[config.mk]
export PLATFORM = sky130hd
export DESIGN_NAME = leg_solver_flat
export DESIGN_NICKNAME = d
export VERILOG_FILES = /design/src/rtl/leg_solver_if.sv /design/src/rtl/leg_solver.sv /design/src/flat_wrapper.sv
export SDC_FILE = /design/constraint.sdc
export NUM_CORES = 1
export LEC_CHECK = 0
export BUFFER_PORTS_ARGS = -buffer_cell sky130_fd_sc_hd__buf_2
export CELL_PAD_IN_SITES_DETAIL_PLACEMENT = 1
export CELL_PAD_IN_SITES_GLOBAL_PLACEMENT = 1
export CORE_MARGIN = 10
export CORE_UTILIZATION = 54
export DETAILED_ROUTE_END_ITERATION = 8
export PLACE_DENSITY = 0.94
export SLEW_MARGIN = 20
export SYNTH_ARGS = -nofsm -noshare
export SYNTH_HDL_FRONTEND = slang
export SYNTH_SLANG_ARGS = --single-unit
[constraint.sdc]
create_clock -name clk -period 10.4 [get_ports clk]
set_input_delay 1.04 -clock clk [delete_from_list [all_inputs] [get_ports clk]]
set_output_delay 1.04 -clock clk [all_outputs]
set_load 0.02 [all_outputs]
[src/rtl/leg_solver_if.sv]
// Request/response bundle for the leg solver: operands and start in,
// status and result out.
interface leg_solver_if #(
  parameter int unsigned W = 8
);
  logic         start;
  logic [W-1:0] h_in;
  logic [W-1:0] x_in;
  logic         busy;
  logic         done;
  logic         err;
  logic [W-1:0] y_out;

  modport master (
    output start, h_in, x_in,
    input  busy, done, err, y_out
  );

  modport slave (
    input  start, h_in, x_in,
    output busy, done, err, y_out
  );
endinterface

[src/rtl/leg_solver.sv]
// Computes the missing leg y = floor(sqrt(h^2 - x^2)) with a bit-serial,
// MSB-first integer square root; flags err when x > h.
module leg_solver #(
  parameter int unsigned W = 8
) (
  input  logic       clk,
  input  logic       rst_n,
  input  logic       ena,
  leg_solver_if.slave bus
);

  typedef enum logic [2:0] {
    IDLE = 3'd0,
    SQ   = 3'd1,
    DIFF = 3'd2,
    ROOT = 3'd3,
    FIN  = 3'd4
  } state_e;

  localparam logic [W-1:0] MASK_MSB = {1'b1, {(W-1){1'b0}}};

  state_e         state_q, state_d;
  logic [W-1:0]   h_q, h_d;
  logic [W-1:0]   x_q, x_d;
  logic [2*W-1:0] hsq_q, hsq_d;
  logic [2*W-1:0] xsq_q, xsq_d;
  logic [2*W-1:0] diff_q, diff_d;
  logic [W-1:0]   res_q, res_d;
  logic [W-1:0]   mask_q, mask_d;
  logic [W-1:0]   y_q, y_d;
  logic           done_q, done_d;
  logic           err_q, err_d;

  logic [W-1:0]   trial;
  logic [2*W-1:0] trial_sq;
  logic [2*W-1:0] h_sq;
  logic [2*W-1:0] x_sq;

  // Squares are formed at full 2W width so h = 2^W-1 cannot overflow.
  assign trial    = res_q | mask_q;
  assign trial_sq = {{W{1'b0}}, trial} * {{W{1'b0}}, trial};
  assign h_sq     = {{W{1'b0}}, h_q} * {{W{1'b0}}, h_q};
  assign x_sq     = {{W{1'b0}}, x_q} * {{W{1'b0}}, x_q};

  always_comb begin
    // NOTE: every next-state signal takes its hold value first, so no path
    // through the case statement can leave one unassigned and infer a latch.
    state_d = state_q;
    h_d     = h_q;
    x_d     = x_q;
    hsq_d   = hsq_q;
    xsq_d   = xsq_q;
    diff_d  = diff_q;
    res_d   = res_q;
    mask_d  = mask_q;
    y_d     = y_q;
    done_d  = done_q;
    err_d   = err_q;

    unique case (state_q)
      IDLE: begin
        done_d = 1'b0;
        if (bus.start) begin
          h_d     = bus.h_in;
          x_d     = bus.x_in;
          err_d   = 1'b0;
          state_d = SQ;
        end
      end
      SQ: begin
        hsq_d   = h_sq;
        xsq_d   = x_sq;
        state_d = DIFF;
      end
      DIFF: begin
        if (x_q > h_q) begin
          y_d     = '0;
          err_d   = 1'b1;
          done_d  = 1'b1;
          state_d = IDLE;
        end else begin
          diff_d  = hsq_q - xsq_q;
          res_d   = '0;
          mask_d  = MASK_MSB;
          state_d = ROOT;
        end
      end
      ROOT: begin
        if (trial_sq <= diff_q) res_d = trial;
        mask_d = mask_q >> 1;
        // The LSB trial is the last one; no idle pass with an empty mask.
        if (mask_q[0]) state_d = FIN;
      end
      FIN: begin
        y_d     = res_q;
        done_d  = 1'b1;
        state_d = IDLE;
      end
      default: state_d = IDLE;
    endcase
  end

  // NOTE: the datapath registers are few and narrow, so all of them are
  // reset; this keeps stale operands from an aborted request out of view.
  always_ff @(posedge clk or negedge rst_n) begin
    if (!rst_n) begin
      state_q <= IDLE;
      h_q     <= '0;
      x_q     <= '0;
      hsq_q   <= '0;
      xsq_q   <= '0;
      diff_q  <= '0;
      res_q   <= '0;
      mask_q  <= '0;
      y_q     <= '0;
      done_q  <= 1'b0;
      err_q   <= 1'b0;
    end else if (ena) begin
      // NOTE: non-blocking assignments so every register samples the
      // pre-edge values, independent of statement order.
      state_q <= state_d;
      h_q     <= h_d;
      x_q     <= x_d;
      hsq_q   <= hsq_d;
      xsq_q   <= xsq_d;
      diff_q  <= diff_d;
      res_q   <= res_d;
      mask_q  <= mask_d;
      y_q     <= y_d;
      done_q  <= done_d;
      err_q   <= err_d;
    end
  end

  assign bus.busy  = (state_q != IDLE);
  assign bus.done  = done_q;
  assign bus.err   = err_q;
  assign bus.y_out = y_q;

endmodule

[src/flat_wrapper.sv]
// flat-port wrapper written by rule: the top's interface ports become plain ports
module leg_solver_flat 
#(
  parameter int unsigned W = 8
)
  (clk, rst_n, ena, bus_start, bus_h_in, bus_x_in, bus_busy, bus_done, bus_err, bus_y_out);
  leg_solver_if #(.W(W)) bus_i ();
  input  logic clk;
  input  logic rst_n;
  input  logic ena;
  input wire logic [$bits(bus_i.start)-1:0] bus_start;
  input wire logic [$bits(bus_i.h_in)-1:0] bus_h_in;
  input wire logic [$bits(bus_i.x_in)-1:0] bus_x_in;
  output wire logic [$bits(bus_i.busy)-1:0] bus_busy;
  output wire logic [$bits(bus_i.done)-1:0] bus_done;
  output wire logic [$bits(bus_i.err)-1:0] bus_err;
  output wire logic [$bits(bus_i.y_out)-1:0] bus_y_out;
  assign bus_i.start = bus_start;
  assign bus_i.h_in = bus_h_in;
  assign bus_i.x_in = bus_x_in;
  assign bus_busy = bus_i.busy;
  assign bus_done = bus_i.done;
  assign bus_err = bus_i.err;
  assign bus_y_out = bus_i.y_out;
  leg_solver #(.W(W)) u_core (.clk(clk), .rst_n(rst_n), .ena(ena), .bus(bus_i));
endmodule
### Yosys cells after proc, flatten, opt, wreduce, memory -nomap -nowiden

Index checks and enable logic that the tools add are counted.

* add/subtract/negate cells: 1
* multiply operators: 3
* order comparisons: 2
* eq/ne operators: 9
* multiplexer cells: 15
* bitwise logic cells: 2
* reductions and logical operators: 15

Operator list (count)
* multiplier 8 x 8 -> 16 bit: 3
* one-hot mux 8 bit (2 select lines): 3
* 2-to-1 mux 8 bit: 4
* AND reduction 3 bit: 6
* less-or-equal comparator 16 bit: 1
* subtractor 16 bit: 1
* one-hot mux 3 bit (4 select lines): 1
* greater-than comparator 8 bit: 1
* bitwise OR 8 bit: 1
* AND reduction 4 bit: 2
* equality test 3 x 2 -> 1 bit, second input constant: 2
* 2-to-1 mux 3 bit: 2
* != test 2 x 1 -> 1 bit, second input constant: 3
* nonzero test 2 bit: 3
* nonzero test 3 bit: 2
* != test 2 bit, second input constant: 2
* equality test 3 x 1 -> 1 bit, second input constant: 1
* equality test 3 bit, second input constant: 1
* logical NOT 3 bit: 1
* one-hot mux 1 bit (3 select lines): 1
* 2-to-1 mux 1 bit: 2
* 2-to-1 mux 2 bit: 1
* one-hot mux 1 bit (2 select lines): 1
* AND reduction 2 bit: 1
* NOT 1 bit: 1

* register bits: 93
* output and inout bits: 11
* logic and storage cells: 58

### Longest topological paths before layout

* word-level depth: 5
* depth in mapped cells: 26

### Worst setup path before layout

No wires, ideal clock.

* kind: register to register
* from: register u_core.res_q[5]
* to: register u_core.res_q[6]
* library setup time: 124 ps
* arrival time: 5796 ps
* setup slack: 4480 ps
* stages on the path, launching flop included: 25
* clock period less this slack: 5920 ps
* cell sequence: dfrtp_1 > nor2_1 > inv_1 > nand2_1 > inv_1 > fa_1 > fa_1 > inv_1 > fa_1 > fa_1 > inv_1 > ha_1 > o21ai_0 > a21oi_1 > o41ai_1 > o21ai_1 > xor2_1 > ha_1 > nand4_1 > nor4_1 > nor3_2 > clkbuf_1 > nand2_1 > mux2i_1 > a211o_1

* word-level cells in the longest chain between the ends: 5

RTL lines
* from (decl): RTL line leg_solver.sv:28 `logic [W-1:0] res_q, res_d;`
* from (signal assigned): RTL line leg_solver.sv:127 `res_q <= res_d;`
* bitwise OR 8 bit: RTL line leg_solver.sv:40 `assign trial = res_q | mask_q;`
* multiplier 8 x 8 -> 16 bit: RTL line leg_solver.sv:41 `assign trial_sq = {{W{1'b0}}, trial} * {{W{1'b0}}, trial};`
* less-or-equal comparator 16 bit: RTL line leg_solver.sv:89 `if (trial_sq <= diff_q) res_d = trial;`
* != test 2 x 1 -> 1 bit (no line)
* AND reduction 4 bit (no line)

Every way passes these cells.
A chain may end at the register's enable or synchronous reset.

### Worst setup path in the final report

* from: register u_core.res_q[5]
* to: register u_core.res_q[4]

Same word-level chain as after synthesis.

==> results.sh <==
export IMPL_status="complete, no violations"
export IMPL_synth_top_cell_area_share_pct=23.7
export IMPL_cts_buffer_depth=2
export IMPL_worst_path_largest_cell_delay_ns=0.59
export IMPL_hold_worst_slack_ns=0.484
export IMPL_avgSynthCellArea_sq_um=9.05
export IMPL_synth_mux_area_share_pct=4.10
export IMPL_gp_congestion=0.861
export IMPL_netlist_cell_type_count=64
export IMPL_synth_most_common_cell="inv_1"
export IMPL_worstPathArrival_ns=7.31
export IMPL_final_min_clock_period_ns=7.05
export IMPL_io_pin_count=31
export IMPL_clock_root_buffer="clkbuf_16"
export IMPL_die_w_um=153
export IMPL_hold_viol_final=0
export IMPL_postSynthCellCount=1061
export IMPL_synth_simple_area_share_pct=14.2
export IMPL_synth_top_area_cell="dfrtp_1"
export IMPL_instances_no_fill=1309
export IMPL_synth_main_ff_cell="dfrtp_1"
export IMPL_critPathMaxFanout=16
export IMPL_diodes=0
export IMPL_grtUsageTotal_pct=23.6
export IMPL_regToRegEndpoint="u_core.res_q[4]"
export IMPL_finalSetupViolCount=0
export IMPL_io_buffers=30
export IMPL_slew_viol_final=0
export IMPL_syn_num_nets=1281
export IMPL_fin_crit_sh_pct=67.8
export IMPL_design_area_sq_um=10200
export IMPL_dpl_cell_count=1293
export IMPL_maxSlewHeadroom_pct=26.3
export IMPL_multiInputGateArea_sq_um=6630
export IMPL_dr_first_iter_drc_count=505
export IMPL_cp_required_ns=10.65
export IMPL_viasPerCell=6.03
export IMPL_cp_cell_sequence="nor2_1 > inv_1 > nand2_1 > inv_1 > fa_1 > fa_1 > inv_1 > fa_1 > fa_1 > inv_1 > ha_1 > o21ai_0 > a21oi_1 > o41ai_1 > o21ai_1 > xor2_1 > ha_1 > nand4_1 > nor4_1 > nor3_2 > nand2_1 > mux2i_1 > a211o_1"
export IMPL_critPathLaunchType="flop"
export IMPL_drtAntennaViolNets=0
export IMPL_synth_seq_area_share_pct=23.7
export IMPL_worst_slew_pin_slew_ns=1.10
export IMPL_synth_top_family_by_area="adder cells"
export IMPL_wl_per_cell_um=21.1
export IMPL_drive_gt1_share_pct=6.73
export IMPL_synth_common_cells="155 x inv_1, 124 x ha_1, 93 x nand2_1, 93 x nor2_1, 91 x dfrtp_1"
export IMPL_cpMaxStageDelayCell="nor4_1"
export IMPL_coreArea_sq_um=17400
export IMPL_fillers=2010
export IMPL_grt_max_degree=73
export IMPL_vias=7895
export IMPL_synth_compound_area_share_pct=14.2
export IMPL_rsz0062_at_grt="false"
export IMPL_critPathCaptureType="flop"
export IMPL_antenna_found_initial=0
export IMPL_grt_pass1_wl_mm=46.0
export IMPL_r2r_slack_ns=3.35
export IMPL_cts_sinks=91
export IMPL_cp_endpoint="u_core.res_q[4]"
export IMPL_dp_hpwl_mm=20.7
export IMPL_dr_pass1_iters=5
export IMPL_postCtsHoldBufs=0
export IMPL_dieArea_sq_um=23500
export IMPL_fmax_mhz=142
export IMPL_initial_core_util_pct=55.3
export IMPL_critPathKind="flop to flop"
export IMPL_cts_buffers=9
export IMPL_ys_ff_latch=91
export IMPL_die_h_um=153
export IMPL_clock_latency_ns=0.36
export IMPL_postPlaceCellArea_sq_um=9960
export IMPL_cts_tree="built"
export IMPL_synth_area_top_cells="dfrtp_1 24%, ha_1 16%, fa_1 16%, inv_1 6.1%, nand2_1 3.6%"
export IMPL_grt_pass1_vias=9137
export IMPL_finClkSkew_ns=0.0105
export IMPL_synthAdderAreaFrac_pct=32.0
export IMPL_cts_resized=0
export IMPL_r2r_cells=23
export IMPL_regArea_sq_um=2280
export IMPL_path_clk_slew_ns=0.08
export IMPL_r2r_start="u_core.res_q[5]"
export IMPL_routed_wl_mm=27.7
export IMPL_ys_warn_count=0
export IMPL_drc=0
export IMPL_syn_area_sq_um=9600
export IMPL_finalNetCount=1299
export IMPL_area_growth_pct=6.65
export IMPL_cts_setup_buffers=0
export IMPL_finalSetupTns_ns=0
export IMPL_min_path_type="flop to flop"
export IMPL_synth_edf_count=0
export IMPL_rows=48
export IMPL_synth_xor_area_share_pct=4.47
export IMPL_grt_overflow_total=0
export IMPL_ctsHtreeMaxLevel=3
export IMPL_cap_violations=0
export IMPL_async_flop_share_pct=100
export IMPL_crit_path_start="u_core.res_q[5]"
through the flow:
stage / setup slack, ns / util (%)
after CTS: 3.50 / 59.0
after floorplan: 4.48 / -
after global placement: 3.99 / 57.4
after detailed placement: 3.58 / 57.4
after global routing: 3.10 / 59.0
final: 3.35 / 59.0
layer usage:
layer,vias up,track usage [%],routed length (um)
met5,-,0,0
met4,0,10.3,1130
met3,89,3.70,924
met2,215,44.7,15000
met1,3996,25.0,10600
li1,3595,-,-
placed cells by master, fill, tap and decap left out, types with 26 or more instances in the layout:
master and instances:
o21ai_1 26, buf_2 29, xnor2_1 32, ha_1 124
inv_1 155, dfrtp_1 91, o21ai_0 39, nand2_1 93
fa_1 76, a21oi_1 44, nor2_1 93
layout make-up:
| class | instances | share of cell area (%) |
|---|---|---|
| tap | 225 | 2.75 |
| clock inverter | 7 | 0.574 |
| inverter | 157 | 5.76 |
| multi-input combinational | 786 | 64.7 |
| clock buffer | 9 | 2.20 |
| sequential | 91 | 22.2 |
| timing repair buffer | 34 | 1.78 |
how the worst min path moves through the flow:
stage                           start                 to  cells after the start
detailed placement    u_core.xsq_q[9]    u_core.xsq_q[9]                      2
global route        u_core.diff_q[12]  u_core.diff_q[12]                      2
finish                u_core.xsq_q[9]    u_core.xsq_q[9]                      2
global placement      u_core.xsq_q[7]    u_core.xsq_q[7]                      2
floorplan             u_core.hsq_q[3]    u_core.hsq_q[3]                      2
CTS                   u_core.xsq_q[9]    u_core.xsq_q[9]                      2
worst max-delay path, delay by kind of cell, from the launching register on:
kind | cells | cell delay, ns
simple gates | 6 | 1.81
buf+inv | 4 | 0.41
fa+ha+maj | 6 | 2.75
flops | 1 | 0.42
mux | 1 | 0.12
xor+xnor | 1 | 0.20
compound gates | 5 | 1.20
sequential cells by signal, indices dropped and copies added (netlist names):
register	count
u_core.state_q	3
u_core.diff_q	16
u_core.hsq_q	15
u_core.h_q	8
u_core.x_q	8
u_core.res_q	8
u_core.bus.err	1
u_core.xsq_q	15
u_core.bus.done	1
u_core.mask_q	8
u_core.bus.y_out	8
cells by family (layout without fill, tap and decap cells):
logic type,after synthesis,in the layout
AOI/OAI and AO/OA,207,207
xor gates and xnor gates,49,49
adders and majority gates,200,200
buffers and inverters,184,207
DFF,91,91
muxes,37,37
and+or+nand+nor,293,293
Power is not shown: default switching activity piles up to over one toggle a cycle in this logic, so the estimate is an artifact.
